--- src/rtl/branch_resolve_unit.sv ---
// Branch resolve unit (EXE stage).
// Compares the IF predictor's per-instruction prediction against the actual
// branch outcome, emits a one-cycle registered BResult correction record for
// every resolved branch, and issues a handshaked front-end redirect on a
// misprediction once the delay slot has reached ID.
//
// Packed bus layouts (MSB first):
//   EXE_PResult [38:0] = {Valid, Hit, Count[1:0], Type[1:0], IsTaken, Target[31:0]}
//   EXE_BResult [70:0] = {Valid, PC[31:0], Target[31:0], Type[1:0], IsTaken, Hit, Count[1:0]}
// Branch types: 0 = BIsNone, 1 = BIsImme, 2 = BIsCall, 3 = BIsRetn.
//
// Optional feature: define BRU_PERF_CNT_EN to build the saturating
// resolved-branch and misprediction counters; otherwise both read as 0.
module branch_resolve_unit #(
    parameter logic [31:0] RESET_PC = 32'hBFC00000
) (
    input  logic        clk,
    input  logic        rst,
    input  logic        EXE_Valid,
    input  logic        EXE_Wr,
    input  logic        EXE_Flush,
    input  logic [31:0] EXE_PC,
    input  logic [1:0]  EXE_BType,
    input  logic        EXE_IsTaken,
    input  logic [31:0] EXE_ActTarget,
    input  logic [38:0] EXE_PResult,
    input  logic        ID_DSValid,
    input  logic        Redirect_Ack,
    output logic [70:0] EXE_BResult,
    output logic        Redirect_Valid,
    output logic [31:0] Redirect_PC,
    output logic        Flush_IF,
    output logic        BRU_Busy,
    output logic [31:0] Branch_Cnt,
    output logic [31:0] Mispred_Cnt
);

    localparam logic [1:0] BIS_NONE = 2'd0;

    typedef struct packed {
        logic        valid;
        logic        hit;
        logic [1:0]  count;
        logic [1:0]  btype;
        logic        is_taken;
        logic [31:0] target;
    } presult_t;

    typedef struct packed {
        logic        valid;
        logic [31:0] pc;
        logic [31:0] target;
        logic [1:0]  btype;
        logic        is_taken;
        logic        hit;
        logic [1:0]  count;
    } bresult_t;

    typedef enum logic [1:0] {
        S_IDLE    = 2'd0,
        S_WAIT_DS = 2'd1,
        S_REDIR   = 2'd2
    } state_t;

    state_t      state_q;
    state_t      state_d;
    presult_t    pres;
    bresult_t    bres_q;
    logic        resolved_q;
    logic [31:0] redir_pc_q;
    logic        pred_taken;
    logic        mispredict;
    logic        resolve;
    logic [31:0] correct_pc;
    logic        pres_type_unused;

    assign pres = EXE_PResult;

    // The branch type is already known from decode; the prediction's copy
    // of it plays no part in deciding whether the front end went wrong.
    assign pres_type_unused = ^pres.btype;

    // An invalid prediction means the fall-through path was fetched.
    assign pred_taken = pres.valid & pres.is_taken;
    assign mispredict = (pred_taken != EXE_IsTaken) |
                        (pred_taken & EXE_IsTaken & (pres.target != EXE_ActTarget));
    assign correct_pc = EXE_IsTaken ? EXE_ActTarget : EXE_PC + 32'd8;

    // A branch resolves once: only while idle, not yet resolved during this
    // EXE residency, and not being flushed away.
    assign resolve = EXE_Valid & (EXE_BType != BIS_NONE) & ~resolved_q &
                     ~EXE_Flush & (state_q == S_IDLE);

    // State register for the redirect sequencer.
    always_ff @(posedge clk or posedge rst) begin
        if (rst) begin
            state_q <= S_IDLE;
        end else begin
            // NOTE: sequential state uses non-blocking assignments so every
            // flop samples pre-edge values regardless of block ordering.
            state_q <= state_d;
        end
    end

    // Next-state logic: flush wins, then the delay-slot wait and ack handshake.
    always_comb begin
        // NOTE: default first, so no path leaves state_d unassigned (no latch).
        state_d = state_q;
        if (EXE_Flush) begin
            state_d = S_IDLE;
        end else begin
            case (state_q)
                S_IDLE: begin
                    if (resolve & mispredict) begin
                        state_d = ID_DSValid ? S_REDIR : S_WAIT_DS;
                    end
                end
                S_WAIT_DS: begin
                    if (ID_DSValid) begin
                        state_d = S_REDIR;
                    end
                end
                S_REDIR: begin
                    if (Redirect_Ack) begin
                        state_d = S_IDLE;
                    end
                end
                default: state_d = S_IDLE;
            endcase
        end
    end

    // Resolved flag keeps a stalled branch from producing a second BResult.
    always_ff @(posedge clk or posedge rst) begin
        if (rst) begin
            resolved_q <= 1'b0;
        end else if (EXE_Flush | EXE_Wr) begin
            resolved_q <= 1'b0;
        end else if (resolve) begin
            resolved_q <= 1'b1;
        end
    end

    // Redirect address: captured at a mispredicting resolve, held until acked.
    always_ff @(posedge clk or posedge rst) begin
        if (rst) begin
            redir_pc_q <= RESET_PC;
        end else if (EXE_Flush) begin
            redir_pc_q <= RESET_PC;
        end else if (resolve & mispredict) begin
            redir_pc_q <= correct_pc;
        end else if ((state_q == S_REDIR) & Redirect_Ack) begin
            redir_pc_q <= RESET_PC;
        end
    end

    // Correction record: valid pulses for one cycle after each resolve.
    always_ff @(posedge clk or posedge rst) begin
        if (rst) begin
            bres_q <= '0;
        end else begin
            bres_q.valid <= resolve;
            if (resolve) begin
                bres_q.pc       <= EXE_PC;
                bres_q.target   <= EXE_ActTarget;
                bres_q.btype    <= EXE_BType;
                bres_q.is_taken <= EXE_IsTaken;
                bres_q.hit      <= pres.hit;
                bres_q.count    <= pres.count;
            end
        end
    end

    assign EXE_BResult    = bres_q;
    assign Redirect_Valid = (state_q == S_REDIR);
    assign Redirect_PC    = redir_pc_q;
    assign Flush_IF       = Redirect_Valid & Redirect_Ack;
    assign BRU_Busy       = (state_q != S_IDLE);

`ifdef BRU_PERF_CNT_EN
    logic [31:0] branch_cnt_q;
    logic [31:0] mispred_cnt_q;

    // Saturating counters, stepped together with the BResult they describe.
    always_ff @(posedge clk or posedge rst) begin
        if (rst) begin
            branch_cnt_q  <= '0;
            mispred_cnt_q <= '0;
        end else if (resolve) begin
            if (branch_cnt_q != 32'hFFFFFFFF) begin
                branch_cnt_q <= branch_cnt_q + 32'd1;
            end
            if (mispredict && (mispred_cnt_q != 32'hFFFFFFFF)) begin
                mispred_cnt_q <= mispred_cnt_q + 32'd1;
            end
        end
    end

    assign Branch_Cnt  = branch_cnt_q;
    assign Mispred_Cnt = mispred_cnt_q;
`else
    assign Branch_Cnt  = 32'd0;
    assign Mispred_Cnt = 32'd0;
`endif

endmodule

--- config.mk ---
export PLATFORM = sky130hd
export DESIGN_NAME = branch_resolve_unit
export DESIGN_NICKNAME = d
export VERILOG_FILES = /design/src/rtl/branch_resolve_unit.sv
export SDC_FILE = /design/constraint.sdc
export NUM_CORES = 1
export LEC_CHECK = 0
export ABC_AREA = 1
export BUFFER_PORTS_ARGS = -buffer_cell sky130_fd_sc_hd__buf_2
export CAP_MARGIN = 20
export CORE_MARGIN = 1
export CORE_UTILIZATION = 35
export DETAILED_ROUTE_END_ITERATION = 7
export GPL_TIMING_DRIVEN = 0
export PLACE_DENSITY = 0.68
export SYNTH_ARGS = -nofsm -noshare
export SYNTH_HDL_FRONTEND = slang
export SYNTH_SLANG_ARGS = --single-unit
--- constraint.sdc ---
create_clock -name clk -period 3.8 [get_ports clk]
set_input_delay 0.38 -clock clk [delete_from_list [all_inputs] [get_ports clk]]
set_output_delay 0.38 -clock clk [all_outputs]
set_load 0.01 [all_outputs]
**Yosys cells after proc, flatten, opt, wreduce, memory -nomap -nowiden**

Index checks and enable logic that the tools add are counted.

- Input bits: 113
- Register bits: 106
- Logic and storage cells: 49
- Output and inout port bits: 170

- Bitwise gates (word level): 13
- Mux-type cells: 12
- Eq/ne operators: 7
- $add $sub $neg: 1
- Reduce and logical (&&, ||, !) cells: 6

Operators by type and width:

| cell | number |
|---|---|
| two-way mux 32 bit | 4 |
| adder 32 x 4 -> 32 bit (second input constant) | 1 |
| != test 32 bit | 1 |
| two-way mux 2 bit | 5 |
| bitwise AND 1 bit | 9 |
| != test 3 bit (second input constant) | 2 |
| case mux 2 bit (3 select lines) | 1 |
| nonzero test 2 bit | 3 |
| != test 3 x 2 -> 1 bit (second input constant) | 1 |
| AND reduction 3 bit | 1 |
| nonzero test 3 bit | 1 |
| equality test 2 x 1 -> 1 bit (second input constant) | 1 |
| equality test 2 bit (second input constant) | 1 |
| logical NOT 2 bit | 1 |
| two-way mux 1 bit | 2 |
| NOT 1 bit | 2 |
| bitwise OR 1 bit | 2 |
| != test 1 bit | 1 |

**Longest topological paths before layout**

- Depth in word-level cells: 9
- Gate-level depth with buffers: 15
- Gate-level depth less buffers: 14

**Worst setup path before layout**

Ideal clock, no wire load.

- Kind: input to register
- From: input port EXE_PC[3]
- To: register redir_pc_q[19] (netlist: Redirect_PC[19])
- Path buffers: 0
- Arrival: 1,441 ps
- Library setup time: 116 ps
- Required time: 3,684 ps
- Stages on the path: 11
- Path slack: 2,243 ps
- Path through: ha_1 nand2_1 nor2_2 nand2_4 nor2_1 nand2_1 nor2_1 xor2_1 o21ai_1 nand2_1 nand2_1

- Longest elaborated chain between the ends: 4

RTL lines:

| item | line | RTL |
|---|---|---|
| from (decl) | 22 | `input logic [31:0] EXE_PC,` |
| adder 32 x 4 -> 32 bit | 87 | `assign correct_pc = EXE_IsTaken ? EXE_ActTarget : EXE_PC + 32'd8;` |
| two-way mux 32 bit | 87 |  |
| two-way mux 32 bit | 150 | `end else if (resolve & mispredict) begin` |
| two-way mux 32 bit | 148 | `end else if (EXE_Flush) begin` |
| to (signal assigned) | 151 | `redir_pc_q <= correct_pc;` |
| to (decl) | 70 | `logic [31:0] redir_pc_q;` |

Every way passes these cells.
A chain may end at the register's enable or synchronous reset.

**Worst setup path in the final report**

- From: register state_q[1]
- To: register redir_pc_q[13] (netlist: Redirect_PC[13])

- Longest elaborated chain between the ends: 5
- Elaborated cells on any way between the ends: 8
- Those cells by class: eq/ne (1); mux (2); bitwise (3); reduce/logical (2)

RTL lines:

| item | line | RTL |
|---|---|---|
| from (decl) | 65 | `state_t state_q;` |
| from (signal assigned) | 101 | `state_q <= state_d;` |
| logical NOT 2 bit | 92 | `~EXE_Flush & (state_q == S_IDLE);` |
| bitwise AND 1 bit | 92 |  |
| bitwise AND 1 bit | 150 |  |
| two-way mux 32 bit | 150 |  |
| two-way mux 32 bit | 148 |  |

Several ways; a longest one is shown, not always the timed one.

==> insert_results.sql <==
INSERT INTO impl_metrics (metric_group, metric, value, unit) VALUES
('synth', 'yosysSeqAreaShare', '0.428', ''),
('worst_setup_path', 'worst-r2r-cell-count', '9', ''),
('cells_and_area', 'layout_commonest_cell', 'sky130_fd_sc_hd__nand2_1', ''),
('pwr', 'p_leak', '0.00467', 'uW'),
('timing', 'maxSlewHeadroom', '0.567', ''),
('pwr', 'clkPwrFrac', '0.269', ''),
('worst_setup_path', 'critPathKind', 'flop to flop', ''),
('clock_tree', 'clock_sinks', '106', ''),
('clock_tree', 'post-cts-setup-buffers', '0', ''),
('worst_setup_path', 'crit_path_max_incr_delay', '0.39', 'ns'),
('clock_tree', 'tritoncts.num_buffers', '9', ''),
('placed_design', 'detailed_place_hpwl', '17000', 'um'),
('timing', 'timing_max_transition_violations_final', '0', ''),
('placed_design', 'gp_routability_congestion', '0.901', ''),
('die', 'design.die.area', '18300', 'um2'),
('timing', 'final.period_utilization', '0.486', ''),
('drt', 'detail_route.iter0.violations', '348', ''),
('synth', 'flip_flop_and_latch_count_after_synthesis', '106', ''),
('clock_tree', 'htree_levels', '3', ''),
('worst_setup_path', 'worstReg2RegEnd', 'Redirect_PC[13]', ''),
('clock_tree', 'clock_tree.root_cell', 'sky130_fd_sc_hd__clkbuf_16', ''),
('synth', 'cell_count_after_synthesis', '849', ''),
('clock_tree', 'cts_tree', 'built', ''),
('clock_tree', 'clkTransAtPathRegs', '0.07', 'ns'),
('timing', 'achievable-frequency', '541', 'MHz'),
('worst_setup_path', 'worst_ep_arrival_time', '2.07', 'ns'),
('drt', 'route.vias.total', '6125', ''),
('global_routing', 'via_count_of_the_first_global_routing_pass', '5733', ''),
('die', 'chipWidth', '135', 'um'),
('global_routing', 'overflow', '0', ''),
('placed_design', 'postPlaceCellArea', '7850', 'um2'),
('cells_and_area', 'num-fill-cells', '1839', ''),
('worst_setup_path', 'critical_path.reg2reg.startpoint', 'state_q[1]', ''),
('die', 'die_h', '135', 'um'),
('timing', 'postLayoutSetupSlackWorst', '1.95', 'ns'),
('timing', 'timing.final.crit_period', '1.85', 'ns'),
('clock_tree', 'cts_repair_resize_count', '0', ''),
('pwr', 'power_per_cell_area', '413', 'nW/um2'),
('synth', 'synth_area_per_cell', '7.33', 'um2'),
('die', 'floorplan.initialDensity', '0.358', ''),
('pwr', 'total_switching_power', '1130', 'uW'),
('drt', 'drtAntennaViolNets', '0', ''),
('timing', 'unrepaired_setup_endpoints_after_global_routing', 'false', ''),
('pwr', 'vdd_ir_drop_max', '0.000223', 'V'),
('run_status', 'result_of_the_run', 'finished clean', ''),
('timing', 'finClkSkew', '0.00650', 'ns'),
('worst_setup_path', 'critical_path_peak_fanout', '10', ''),
('synth', 'yosysWarningCount', '0', ''),
('cells_and_area', 'drive_gt1_frac', '0.301', ''),
('global_routing', 'grt_antenna_before_repair', '1', ''),
('die', 'core-area', '17400', 'um2'),
('cells_and_area', 'nets', '1255', ''),
('drt', 'detail_route.vias_per_cell', '4.47', ''),
('worst_setup_path', 'critical-path-top-delay-family', 'simple AND/OR/NAND/NOR gates', ''),
('global_routing', 'track_usage', '0.232', ''),
('worst_setup_path', 'timing.critical_path.to_type', 'flop', ''),
('clock_tree', 'clock_insertion_delay_worst_skew', '0.35', 'ns'),
('global_routing', 'pin_count_of_the_biggest_net_entering_global_routing', '69', ''),
('worst_setup_path', 'critical_path.n_buffers_inverters', '3', ''),
('worst_setup_path', 'worst_ep_required_time', '4.02', 'ns'),
('die', 'fp-row-count', '48', ''),
('drt', 'drt_pre_antenna_iters', '5', ''),
('pwr', 'cellInternalPower', '2230', 'uW'),
('cells_and_area', 'finalCoreUtilization', '0.468', ''),
('pwr', 'power.combinational.fraction', '0.292', ''),
('pwr', 'seqPwrFrac', '0.439', ''),
('clock_tree', 'cts_buffer_depth', '2', ''),
('timing', 'worst_pin_slew', '0.650', 'ns'),
('placed_design', 'port-buffer-count', '216', ''),
('worst_setup_path', 'path_cells', 'inv_1 > nand2_1 > nor2_1 > nand2_2 > inv_2 > nand2_4 > buf_4 > nand3_1 > o21ai_0', ''),
('worst_setup_path', 'reg2reg_slack', '1.95', 'ns');
## per-layer routing
layer / global-route usage / up-vias / part of all wire
met3: 0.0468 / 18 / 0.070
li1: - / 3092 / -
met4: 0.0668 / 0 / 0.014
met5: 0 / - / 0
met1: 0.297 / 2786 / 0.43
met2: 0.395 / 229 / 0.49
## through the flow
| stage | cells | setup TNS (ns) | power (uW) | hold WS [ns] |
|---|---|---|---|---|
| final | 1371 | 0 | 3360 | 0.0771 |
| after global routing | 1370 | 0 | 3560 | 0.111 |
| after CTS | 1370 | 0 | 3390 | 0.0856 |
| after detailed placement | 1354 | 0 | 2480 | 0.460 |
| after global placement | 1353 | -76.19 | 2450 | 0.458 |
| after floorplan | 912 | 0 | 2020 | 0.447 |
## cell usage after synthesis (all sizes together)
library cell / n / share of area
a21oi: 8 / 0.0064
o22ai: 1 / 0.0010
mux2i: 1 / 0.0016
o21ai: 79 / 0.064
nand3: 39 / 0.032
nor2: 69 / 0.046
nor3b: 1 / 0.0012
ha: 2 / 0.0040
o2111ai: 1 / 0.0014
dfstp: 9 / 0.038
xor2: 6 / 0.0084
dfrtp: 97 / 0.39
clkbuf: 15 / 0.0090
clkinv: 2 / 0.0012
or2: 1 / 0.0010
a211oi: 1 / 0.0012
conb: 1 / 0.00060
nand2: 320 / 0.20
buf: 77 / 0.090
xnor2: 23 / 0.032
inv: 74 / 0.045
nor3: 16 / 0.020
nand4: 6 / 0.0070
## power by group through the flow
stage / clock network [uW] / logic, uW / registers, uW
after floorplan: 0 / 426 / 1600
after global placement: 0 / 968 / 1480
after detailed placement: 0 / 992 / 1490
after CTS: 928 / 991 / 1470
after global routing: 969 / 1090 / 1500
final: 905 / 979 / 1470
## worst max-delay path by stage
stage / slack, ns / endpoint / startpoint / cells past startpoint
CTS: 1.94 / Redirect_PC[7] / state_q[0] / 7
global placement: -0.80 / EXE_BResult[32] / rst / 2
global route: 1.75 / Redirect_PC[2] / state_q[0] / 7
finish: 1.95 / Redirect_PC[13] / state_q[1] / 9
floorplan: 0.65 / EXE_BResult[0] / rst / 1
detailed placement: 1.68 / Redirect_PC[31] / EXE_PC[3] / 13
## sequential cells by signal (all words and copies together) (netlist names)
name,cells
state_q,2
resolved_q,1
Redirect_PC,32
EXE_BResult,71
## final cells by class
type | instances | area (um2) | area share
antenna | 1 | 2.50 | 0.000308
buffer | 92 | 618 | 0.0760
clock buffer | 14 | 264 | 0.0325
clock inverter | 2 | 12.5 | 0.00154
inverter | 76 | 288 | 0.0354
multi-input combinational | 638 | 2890 | 0.356
sequential | 106 | 2660 | 0.328
tap | 225 | 282 | 0.0346
timing repair buffer | 217 | 1110 | 0.136
## cells by family after synthesis
group / Yosys count / share of synthesized area
XOR/XNOR: 29 / 0.0408
AO/OA/AOI/OAI: 90 / 0.0736
AND/OR/NAND/NOR: 452 / 0.306
buffers and inverters: 168 / 0.145
adder cells (fa/ha/maj): 2 / 0.00402
multiplexers: 1 / 0.00161
flip-flops: 106 / 0.428
other: 1 / 0.000603
Power figures use the tool's default switching activity.
